[src/rtl/secuenciador_pkg.sv]
// rtl/secuenciador_pkg.sv - shared states, R-type field positions, funct and ALU op codes
package secuenciador_pkg;

  typedef enum logic [2:0] {
    IDLE   = 3'd0,
    FETCH  = 3'd1,
    DECODE = 3'd2,
    EXEC   = 3'd3,
    WB     = 3'd4,
    DONE   = 3'd5
  } state_t;

  localparam logic [5:0] F_ADD = 6'b100000;
  localparam logic [5:0] F_SUB = 6'b100010;
  localparam logic [5:0] F_AND = 6'b100100;
  localparam logic [5:0] F_OR  = 6'b100101;
  localparam logic [5:0] F_MUL = 6'b011000;

  localparam logic [2:0] ALU_AND = 3'b000;
  localparam logic [2:0] ALU_OR  = 3'b001;
  localparam logic [2:0] ALU_ADD = 3'b010;
  localparam logic [2:0] ALU_MUL = 3'b011;
  localparam logic [2:0] ALU_SUB = 3'b110;

  localparam int OP_HI = 31, OP_LO = 26;
  localparam int RS_HI = 25, RS_LO = 21;
  localparam int RT_HI = 20, RT_LO = 16;
  localparam int RD_HI = 15, RD_LO = 11;
  localparam int SH_HI = 10, SH_LO = 6;
  localparam int FN_HI = 5,  FN_LO = 0;

endpackage

[src/rtl/decodificador_rtype.sv]
// rtl/decodificador_rtype.sv - combinational R-type field split and funct-to-ALU-op decode
module decodificador_rtype
  import secuenciador_pkg::*;
(
  input  logic [31:0] instr,
  output logic [4:0]  rs,
  output logic [4:0]  rt,
  output logic [4:0]  rd,
  output logic [2:0]  alu_op,
  output logic        illegal
);

  logic [2:0] op;
  logic       known;

  always_comb begin
    rs    = instr[RS_HI:RS_LO];
    rt    = instr[RT_HI:RT_LO];
    rd    = instr[RD_HI:RD_LO];
    op    = ALU_AND;
    known = 1'b1;
    case (instr[FN_HI:FN_LO])
      F_ADD:   op = ALU_ADD;
      F_SUB:   op = ALU_SUB;
      F_AND:   op = ALU_AND;
      F_OR:    op = ALU_OR;
      F_MUL:   op = ALU_MUL;
      default: known = 1'b0;
    endcase
    illegal = !(known && (instr[OP_HI:OP_LO] == 6'd0) && (instr[SH_HI:SH_LO] == 5'd0));
    alu_op  = illegal ? ALU_AND : op;
  end

endmodule

[src/rtl/secuenciador_rtype.sv]
// rtl/secuenciador_rtype.sv - multi-cycle R-type sequencer with loader/fetch memory arbitration
module secuenciador_rtype
  import secuenciador_pkg::*;
#(
  parameter int ADDR_W = 5,
  parameter int DATA_W = 32,
  parameter int DEPTH  = 32
) (
  input  logic              clk,
  input  logic              rst_n,
  input  logic              start,
  input  logic [5:0]        prog_len,
  input  logic              ld_we,
  input  logic [ADDR_W-1:0] ld_index,
  input  logic [DATA_W-1:0] ld_data,
  output logic              ld_reject,
  output logic [ADDR_W-1:0] mem_index,
  output logic              mem_rd,
  output logic              mem_wr,
  output logic [DATA_W-1:0] mem_wdata,
  input  logic [DATA_W-1:0] mem_rdata,
  output logic [4:0]        rf_ra1,
  output logic [4:0]        rf_ra2,
  output logic [4:0]        rf_wa,
  output logic              rf_we,
  output logic [2:0]        alu_op,
  output logic              busy,
  output logic              done,
  output logic              err_illegal
);

  localparam logic [5:0] MAX_LEN = 6'(DEPTH);

  state_t      state;
  logic [5:0]  pc;
  logic [5:0]  len;
  logic [31:0] ir;
  logic        illegal_q;
  logic [5:0]  len_clamped;
  logic [5:0]  pc_next;
  logic        wr_ok;
  logic [4:0]  dec_rs, dec_rt, dec_rd;
  logic [2:0]  dec_op;
  logic        dec_ill;

  decodificador_rtype u_dec (
    .instr   (ir),
    .rs      (dec_rs),
    .rt      (dec_rt),
    .rd      (dec_rd),
    .alu_op  (dec_op),
    .illegal (dec_ill)
  );

  assign len_clamped = (prog_len > MAX_LEN) ? MAX_LEN : prog_len;
  assign pc_next     = pc + 6'd1;
  assign busy        = (state == FETCH) || (state == DECODE) || (state == EXEC) || (state == WB);
  assign done        = (state == DONE);
  // The loader owns the memory port only outside a run; fetch owns it in FETCH.
  assign wr_ok       = ld_we && ((state == IDLE) || (state == DONE));

  always_comb begin
    mem_wr    = wr_ok;
    mem_rd    = (state == FETCH);
    mem_index = '0;
    mem_wdata = '0;
    if (wr_ok) begin
      mem_index = ld_index;
      mem_wdata = ld_data;
    end else if (state == FETCH) begin
      mem_index = pc[ADDR_W-1:0];
    end
  end

  always_ff @(posedge clk or negedge rst_n) begin
    if (!rst_n) begin
      state       <= IDLE;
      pc          <= '0;
      len         <= '0;
      ir          <= '0;
      illegal_q   <= 1'b0;
      rf_ra1      <= '0;
      rf_ra2      <= '0;
      rf_wa       <= '0;
      alu_op      <= ALU_AND;
      rf_we       <= 1'b0;
      err_illegal <= 1'b0;
      ld_reject   <= 1'b0;
    end else begin
      ld_reject <= ld_we && busy;
      rf_we     <= 1'b0;
      case (state)
        IDLE: if (start) begin
          err_illegal <= 1'b0;
          pc          <= '0;
          len         <= len_clamped;
          state       <= (len_clamped == 6'd0) ? DONE : FETCH;
        end
        FETCH: begin
          ir    <= mem_rdata[31:0];
          state <= DECODE;
        end
        DECODE: begin
          rf_ra1    <= dec_rs;
          rf_ra2    <= dec_rt;
          rf_wa     <= dec_rd;
          alu_op    <= dec_op;
          illegal_q <= dec_ill;
          if (dec_ill) err_illegal <= 1'b1;
          state <= EXEC;
        end
        EXEC: begin
          // Registered here so the strobe lines up exactly with the WB cycle.
          rf_we <= !illegal_q;
          state <= WB;
        end
        WB: begin
          pc    <= pc_next;
          state <= (pc_next == len) ? DONE : FETCH;
        end
        DONE:    state <= IDLE;
        default: state <= IDLE;
      endcase
    end
  end

endmodule

[config.mk]
export PLATFORM = sky130hd
export DESIGN_NAME = secuenciador_rtype
export DESIGN_NICKNAME = d
export VERILOG_FILES = /design/src/rtl/secuenciador_pkg.sv /design/src/rtl/decodificador_rtype.sv /design/src/rtl/secuenciador_rtype.sv
export SDC_FILE = /design/constraint.sdc
export NUM_CORES = 1
export LEC_CHECK = 0
export CAP_MARGIN = 20
export CORE_AREA = 2 2 95 97
export CTS_CLUSTER_DIAMETER = 100
export DETAILED_ROUTE_END_ITERATION = 8
export DIE_AREA = 0 0 97 99
export PLACE_DENSITY_LB_ADDON = 0.15
export SETUP_SLACK_MARGIN = 0.02
export SLEW_MARGIN = 40
export SYNTH_ARGS = -nofsm -noshare
export SYNTH_HDL_FRONTEND = slang
export SYNTH_SLANG_ARGS = --single-unit
[constraint.sdc]
create_clock -name clk -period 1.6 [get_ports clk]
set_input_delay 0.24 -clock clk [delete_from_list [all_inputs] [get_ports clk]]
set_output_delay 0.24 -clock clk [all_outputs]
set_load 0.05 [all_outputs]
=== Yosys cells after proc, flatten, opt, wreduce, memory -nomap -nowiden ===
Cells that the tools add are included.

* Bits in registers: 69
* Output and inout bits: 62
* Word-level logic and storage cells: 64

* Add/sub/neg operators: 1
* Magnitude comparators: 1
* Equality and inequality tests: 13
* Muxes and demuxes: 17
* Reduce and logical (&&, ||, !) cells: 20

{| class="wikitable"
|+ Operator list
! cell !! count
|-
| $mux W32 || 1
|-
| $eq A6 B6 Y1 const B || 4
|-
| $pmux W3 S5 || 1
|-
| $logic_not A6 Y1 || 2
|-
| $mux W3 || 4
|-
| $mux W6 || 2
|-
| $pmux W3 S4 || 1
|-
| $pmux W6 S2 || 1
|-
| $mux W5 || 2
|-
| $add A6 B1 Y6 const B || 1
|-
| $eq A3 B2 Y1 const B || 2
|-
| $eq A3 B3 Y1 const B || 2
|-
| $eq A6 B5 Y1 const B || 1
|-
| $eq A6 B6 Y1 || 1
|-
| $gt A6 B6 Y1 const B || 1
|-
| $logic_not A5 Y1 || 1
|-
| $reduce_or A5 Y1 || 1
|-
| $logic_and A1 B1 Y1 || 4
|-
| $logic_or A1 B1 Y1 || 4
|-
| $mux W1 || 4
|-
| $ne A2 B2 Y1 const B || 2
|-
| $reduce_and A2 Y1 || 2
|-
| $reduce_bool A2 Y1 || 2
|-
| $eq A3 B1 Y1 const B || 1
|-
| other kinds (4) || 5
|}

=== Logic depth before layout (Yosys ltp) ===
Gate-level depths: netlist (run 1).

* Depth after elaboration: 7
* Mapped depth: 6
* Depth with buffers taken out: 5

=== Hierarchy ===
From an unflattened synthesis (run 1), not the netlist that was laid out.

* Cell total of the unflattened synthesis: 286
* Area total of the unflattened synthesis: 3,358.2 um2

{| class="wikitable"
|+ Modules (own cells, without submodules)
! module !! times used !! cells each !! area each (um2)
|-
| secuenciador_rtype || 1 || 252 || 3,120.5
|-
| decodificador_rtype || 1 || 34 || 237.7
|}

=== Least setup slack after synthesis (run 1) ===
Ideal clock, no wire load.

* Path kind: flip-flop to output port
* Start point: register state[0]
* End point: output mem_wdata[22]
* Arrival: 1.935 ns
* Required time: 1.360 ns
* Path slack: -0.575 ns
* Stages on the path, launching flop included: 6
* Path buffers: 2
* Path through: dfrtp_1 > buf_2 > xor2_1 > nor3b_2 > clkbuf_1 > and2_1

* Cells in the longest elaborated chain, start to end: 4

{| class="wikitable"
|+ Ends and longest elaborated chain
! what !! line !! text
|-
| start, declared || secuenciador_rtype.sv:34 || <nowiki>state_t state;</nowiki>
|-
| start signal, assigned || secuenciador_rtype.sv:97 || <nowiki>state <= (len_clamped == 6'd0) ? DONE : FETCH;</nowiki>
|-
| start signal, assigned || secuenciador_rtype.sv:119 || <nowiki>state <= (pc_next == len) ? DONE : FETCH;</nowiki>
|-
| $eq A3 B3 Y1 / $logic_not A3 Y1 (equally long branches) || secuenciador_rtype.sv:60 || <nowiki>assign wr_ok = ld_we && ((state == IDLE) || (state == DONE));</nowiki>
|-
| $logic_or A1 B1 Y1 (*) || secuenciador_rtype.sv:60 ||
|-
| $logic_and A1 B1 Y1 (*) || secuenciador_rtype.sv:60 ||
|-
| via mem_wr || secuenciador_rtype.sv:19 || <nowiki>output logic mem_wr,</nowiki>
|-
| $mux W32 (*) || secuenciador_rtype.sv:67 || <nowiki>if (wr_ok) begin</nowiki>
|-
| end, declared || secuenciador_rtype.sv:20 || <nowiki>output logic [DATA_W-1:0] mem_wdata,</nowiki>
|}

The timed path passes the listed nets; every way through them passes the cells marked *.

=== Worst setup path in the final report (run 1) ===
* Start point: register state[0]
* End point: output mem_wdata[30]

* Cells in the longest elaborated chain, start to end: 4

{| class="wikitable"
|+ Ends and longest elaborated chain
! what !! line
|-
| $eq A3 B3 Y1 / $logic_not A3 Y1 (equally long branches) || secuenciador_rtype.sv:60
|-
| $logic_or A1 B1 Y1 (*) || secuenciador_rtype.sv:60
|-
| $logic_and A1 B1 Y1 (*) || secuenciador_rtype.sv:60
|-
| $mux W32 (*) || secuenciador_rtype.sv:67
|}

Mark *: on every way between the ends. The rest lies on a longest branch, timed or not.

==> results.sh, run 1 <==
export IMPL_status="finished with violations"
export IMPL_violations="setup timing"
export IMPL_synth_area_leaders="dfrtp_1, mux2_2, and2_1"
export IMPL_p_leak_nw=2.65
export IMPL_via_count=2721
export IMPL_finClkSkew_ns=0.00481
export IMPL_antenna_found_initial=0
export IMPL_tightest_slew_ns=0.431
export IMPL_setup_ws_ns=-0.366
export IMPL_cts_clk_slew_worst_paths_ns=0.07
export IMPL_critPathKind="flop to primary output"
export IMPL_syn_avg_cell_area_um2=12.1
export IMPL_die_h_um=99
export IMPL_syn_to_final_growth_pct=88.7
export IMPL_final_setup_viol_count=102
export IMPL_synth_seq_cells=69
export IMPL_critPathLaunchType="flop"
export IMPL_crit_fanout=12
export IMPL_worst_hold_path_type="primary input to asynchronous set/reset pin"
export IMPL_fin_crit_ns=1.97
export IMPL_dp_hpwl_um=6140
export IMPL_start_util_pct=37.4
export IMPL_insertedDiodeCount=0
export IMPL_clkLatencyLatePin_ns=0.34
export IMPL_yosys_most_used_dff="dfrtp_1"
export IMPL_dr_pass1_iters=4
export IMPL_powerDensity_nw_per_um2=2100
export IMPL_slew_headroom_pct=71.2
export IMPL_row_count=34
export IMPL_drc=0
export IMPL_clock_sinks=69
export IMPL_dp_cells=519
export IMPL_period_share_pct=123
export IMPL_grt_max_degree=70
export IMPL_wl_per_cell_um=16.1
export IMPL_yosysSeqAreaShare_pct=53.9
export IMPL_arrival_ns=1.73
export IMPL_grt_usage_pct=19.1
export IMPL_postSynthCellCount=264
export IMPL_max_freq_mhz=509
export IMPL_synth_edf_count=0
export IMPL_routed_wl_um=8910
export IMPL_peakVddDrop_uv=1170
export IMPL_io_pins=141
export IMPL_syn_nets=344
export IMPL_drive_gt1_share_pct=48.5
export IMPL_die_area_um2=9600
export IMPL_htree_levels=3
export IMPL_cp_top_family="buffers and inverters"
export IMPL_drtIter0Drc=51
export IMPL_nFillCells=631
export IMPL_path_cells="xor2_2 > nor3b_4 > buf_6 > clkbuf_16 > and2_4 > buf_12"
export IMPL_fin_nets=522
export IMPL_critical_path_required_ns=1.36
export IMPL_drv_slew=0
export IMPL_die_width_um=97
export IMPL_drt_antenna_violating_nets=0
export IMPL_cp_slowest_stage_delay_ns=0.41
export IMPL_numCtsBuffers=9
export IMPL_synthTopCellsByCount="dfrtp_1, mux2_2, and2_1, o21ai_0"
export IMPL_vias_per_cell=4.92
export IMPL_cts_tree="done"
export IMPL_yosysTopAreaCell="dfrtp_1"
export IMPL_cts_root_buf="clkbuf_8"
export IMPL_numPortBuffers=140
export IMPL_synthesis_area_um2=3200
export IMPL_core_area_um2=8550
export IMPL_grt_first_pass_wirelength_um=14700
export IMPL_worst_path_buf_inv=3
export IMPL_ff2ff_setup_slack_ns=-0.19
export IMPL_rsz0062_at_grt="yes"
export IMPL_async_reset_ff_share_pct=100
export IMPL_grt_pass1_vias=2834
export IMPL_synth_most_common_cell="dfrtp_1"
export IMPL_fin_setup_tns_ns=-19.82
export IMPL_cts_path_max_buffers=2
export IMPL_synth_top_area_share_pct=53.9
export IMPL_cp_end_kind="primary output"
export IMPL_globalRouteOverflowTotal=0
export IMPL_globalplace_congestion=0.819
export IMPL_max_cap_violations=0
export IMPL_yosys_warnings=0
export IMPL_hold_violations=0
export IMPL_cpMaxStageDelayCell="dfrtp_1"
export IMPL_synth_cell_types=41
export IMPL_post_layout_nonfiller_instances=553
-- per-layer routing --
| layer | GRT usage, % | vias to the layer above | wire [um] |
|---|---|---|---|
| li1 | - | 1276 | - |
| met1 | 24.3 | 1333 | 3790 |
| met2 | 32.3 | 106 | 4510 |
| met3 | 5.11 | 6 | 530 |
| met4 | 5.42 | 0 | 80 |
| met5 | 0 | - | 0 |
-- per-stage QoR --
step / setup slack, ns / instance area (um^2) / util [%] / hold slack [ns] / power (mW)
after floorplan: -0.105 / 3330 / - / -0.0556 / 7.06
after global placement: -0.141 / 5350 / 62.6 / 0.285 / 9.68
after detailed placement: -0.178 / 5350 / 62.6 / 0.289 / 9.79
after CTS: -0.380 / 5980 / 69.9 / 0.450 / 12.6
after global routing: -0.432 / 6040 / 70.7 / 0.475 / 13.3
final: -0.366 / 6040 / 70.7 / 0.452 / 12.7
-- final cells by class --
class / instances / area, um^2 / area share, %
clock buffers: 13 / 169 / 2.80
flip-flops and latches: 69 / 1730 / 28.6
repair buffers: 184 / 2320 / 38.4
well taps: 108 / 135 / 2.24
multi-input cells: 175 / 1650 / 27.3
clock inverters: 1 / 30.0 / 0.497
inverters: 3 / 11.3 / 0.186
-- registers in the layout, indices dropped and copies added, names as in the netlist --
| register | flops |
|---|---|
| illegal_q | 1 |
| state | 3 |
| rf_wa | 5 |
| len | 6 |
| ld_reject | 1 |
| err_illegal | 1 |
| ir | 32 |
| alu_op | 3 |
| rf_we | 1 |
| rf_ra2 | 5 |
| pc | 6 |
| rf_ra1 | 5 |
-- cell usage in the layout, fill, tap and decap left out, drive strengths merged, types with 6 or more instances in the layout --
cell type,instances
a22o,6
and2,33
buf,105
clkbuf,14
clkdlybuf4s50,77
dfrtp,69
mux2,48
nand2,10
nand3,7
o21ai,15
xnor2,6
-- worst reg2reg max path: cells and delay by family, from the launching register on --
family / cells / cell delay, ns
multiplexers: 1 / 0.33
AND/OR/NAND/NOR: 1 / 0.21
buffers and inverters: 5 / 0.73
flip-flops: 1 / 0.41
-- report_power, final --
part / leakage (nW) / switching, mW / internal [mW]
combinational: 1.71 / 3.79 / 4.44
clock: 0.102 / 0.592 / 0.832
sequential: 0.840 / 0.517 / 2.53
total: 2.65 / 4.90 / 7.79
-- cell families after synthesis --
kind of cell	synth area share, %
compound gates	7.50
xor+xnor	3.01
fa+ha+maj	0.391
buf+inv	2.85
flops	53.9
mux	17.2
simple gates	15.1
-- path summary, 6_finish.rpt --
| kind | startpoint | end | cells past startpoint |
|---|---|---|---|
| worst min register to register | illegal_q | rf_we | 1 |
| min in group clk | illegal_q | rf_we | 1 |
| max in group asynchronous | rst_n | state[1] | 3 |
| worst max-delay path | state[0] | mem_wdata[30] | 6 |
| worst max register to register | state[2] | ir[8] | 7 |
| worst min-delay path | rst_n | ir[12] | 3 |
-- repair_timing --
| item | 4_1_cts | 5_1_grt |
|---|---|---|
| endpoints found under the hold margin | 69 | 0 |
| hold buffers | 1 | 0 |
| resized for setup | 58 | 18 |
| endpoints found under the setup margin | 83 | 107 |
| buffers inserted | 12 | 6 |
| pin swaps | 6 | 3 |
| gates cloned | 4 | 1 |
Power figures use the tool's default switching activity.
==> inputs of run 2 (changes only) <==
- CORE_AREA: 2 2 95 97 -> 2 2 96 98
- DIE_AREA: 0 0 97 99 -> 0 0 98 100
- SYNTH_HIERARCHICAL: default -> 1
==> results.sh, run 2 <==
export IMPL_placed_area_um2=5450
export IMPL_synth_seq_cells=69
export IMPL_setup_ws_ns=-0.366
export IMPL_layout_commonest_cell="clkdlybuf4s50_1"
export IMPL_dr_pass1_iters=4
export IMPL_fin_crit_ns=1.97
export IMPL_grt_first_pass_wirelength_um=14700
export IMPL_routed_wl_um=9540
export IMPL_clock_sinks=69
export IMPL_grt_usage_pct=19.1
export IMPL_peakVddDrop_uv=1200
export IMPL_drv_slew=0
export IMPL_die_area_um2=9800
export IMPL_tightest_slew_ns=0.371
export IMPL_yosysTopAreaCell="dfrtp_1"
export IMPL_synthTopCellsByCount="dfrtp_1, mux2_2, and2_1, buf_4, nand2_1"
export IMPL_globalplace_congestion=0.816
export IMPL_slew_headroom_pct=75.3
export IMPL_synth_top_family_by_area="multiplexers"
export IMPL_yosys_area_share_simple_pct=15.7
export IMPL_grt_pass1_vias=2956
export IMPL_nFillCells=683
export IMPL_final_cell_mix="clkdlybuf4s50_1, dfrtp_1, buf_12, buf_4, mux2_2"
export IMPL_vias_per_cell=4.95
export IMPL_yosysSeqAreaShare_pct=51.4
export IMPL_synth_area_leaders="dfrtp_1, mux2_2, and2_1"
export IMPL_syn_to_final_growth_pct=81.4
export IMPL_final_area_um2=6090
export IMPL_largest_register_ffs=32
export IMPL_htree_levels=3
export IMPL_drive_gt1_share_pct=51.0
export IMPL_synth_edf_count=0
export IMPL_insertedDiodeCount=0
export IMPL_fin_nets=530
export IMPL_row_count=35
export IMPL_synth_xor_area_share_pct=2.87
export IMPL_cts_tree="done"
export IMPL_postSynthCellCount=286
export IMPL_cp_end_kind="primary output"
export IMPL_synth_mux_area_share_pct=17.4
export IMPL_power_mw=12.5
export IMPL_max_cap_violations=0
export IMPL_critPathKind="flop to primary output"
export IMPL_grt_max_degree=70
export IMPL_start_util_pct=37.8
export IMPL_critPathLaunchType="flop"
export IMPL_critical_path_required_ns=1.36
export IMPL_core_area_um2=8890
export IMPL_synth_compound_area_share_pct=6.26
export IMPL_arrival_ns=1.73
export IMPL_antenna_found_initial=0
export IMPL_synthAdderAreaFrac_pct=0.373
export IMPL_max_freq_mhz=509
export IMPL_via_count=2799
export IMPL_violations="setup timing"
export IMPL_regMostFlops="ir"
export IMPL_synth_top_area_share_pct=51.4
export IMPL_die_h_um=100
export IMPL_p_leak_nw=2.64
export IMPL_critPathLaunch="state[0]"
export IMPL_dp_hpwl_um=6470
export IMPL_fin_setup_tns_ns=-19.51
export IMPL_async_reset_ff_share_pct=100
export IMPL_cts_path_max_buffers=2
export IMPL_final_setup_viol_count=81
export IMPL_synthesis_area_um2=3360
export IMPL_hold_violations=0
export IMPL_syn_avg_cell_area_um2=11.7
export IMPL_globalRouteOverflowTotal=0
export IMPL_powerDensity_nw_per_um2=2050
export IMPL_status="finished with violations"
export IMPL_drc=0
export IMPL_drtIter0Drc=119
export IMPL_crit_fanout=8
export IMPL_io_pins=141
export IMPL_yosys_most_used_dff="dfrtp_1"
export IMPL_wl_per_cell_um=16.9
export IMPL_reg2reg_from="state[2]"
export IMPL_finClkSkew_ns=0.00960
export IMPL_synth_cell_types=43
export IMPL_yosys_warnings=6
export IMPL_drt_antenna_violating_nets=0
export IMPL_worst_hold_path_type="primary input to asynchronous set/reset pin"
export IMPL_period_share_pct=123
export IMPL_cts_root_buf="clkbuf_8"
export IMPL_rsz0062_at_grt="yes"
export IMPL_top_regs="ir x32, len x6, pc x6"
export IMPL_syn_nets=366
export IMPL_clkLatencyLatePin_ns=0.34
export IMPL_die_width_um=98
export IMPL_numPortBuffers=140
export IMPL_numCtsBuffers=9
export IMPL_synth_most_common_cell="dfrtp_1"
export IMPL_cts_clk_slew_worst_paths_ns=0.07
==> run 2: per-layer routing <==
metal	GRT usage [%]	wire, um	vias to the layer above
met2	33.6	4740	115
met4	6.20	135	0
li1	-	-	1310
met3	5.15	544	11
met1	22.8	4120	1363
met5	0	0	-
==> run 2: repair_timing <==
| action | in CTS | in global routing |
|---|---|---|
| gates resized for setup | 35 | 36 |
| pin swaps | 2 | 15 |
| buffers inserted | 8 | 3 |
| hold endpoints to repair | 69 | 0 |
| hold buffers | 1 | 0 |
| endpoints found under the setup margin | 51 | 95 |
| cloned | 2 | 3 |
==> run 2: worst max-delay path, cell delays in order, from the launching register on <==
cell and delay [ns]:
dfrtp_1 0.41, xor2_2 0.20, nor3b_4 0.20, buf_6 0.16, buf_6 0.13, and2_4 0.15
buf_12 0.13
==> run 2: where the power goes <==
part	total [mW]	switching [mW]	internal, mW
clock	1.40	0.637	0.759
sequential	3.01	0.484	2.52
combinational	8.12	3.88	4.24
==> run 2: layout make-up <==
class	instances	area, um^2	share of cell area [%]
Sequential cell	69	1730	28.4
Tap cell	111	139	2.28
Timing Repair Buffer	185	2260	37.2
Clock buffer	12	145	2.38
Inverter	1	3.75	0.0616
Multi-Input combinational cell	184	1770	29.0
Clock inverter	4	47.5	0.780
==> run 2: final timing paths <==
kind	end	slack [ns]	cells after the start
max	mem_wdata[24]	-0.37	6
min in group clk	rf_we	0.46	1
min reg2reg	rf_we	0.46	1
max reg2reg	ir[4]	-0.25	6
min	rf_ra1[0]	0.45	3
max in group asynchronous	state[1]	0.85	3
==> run 2: logic make-up after synthesis <==
| kind of cell | count (synthesis) |
|---|---|
| AOI/OAI and AO/OA | 31 |
| xor gates and xnor gates | 11 |
| adders and majority gates | 1 |
| buffers and inverters | 33 |
| DFF | 69 |
| muxes | 52 |
| and+or+nand+nor | 89 |
==> run 2: through the flow <==
stage | std cells | utilization [%] | setup slack, ns | hold slack [ns]
finish | 566 | 68.5 | -0.366 | 0.452
global route | 566 | 68.5 | -0.454 | 0.477
CTS | 560 | 66.4 | -0.372 | 0.457
detailed placement | 533 | 61.3 | -0.139 | 0.294
global placement | 533 | 61.3 | -0.105 | 0.288
floorplan | 286 | - | -0.0763 | -0.0556
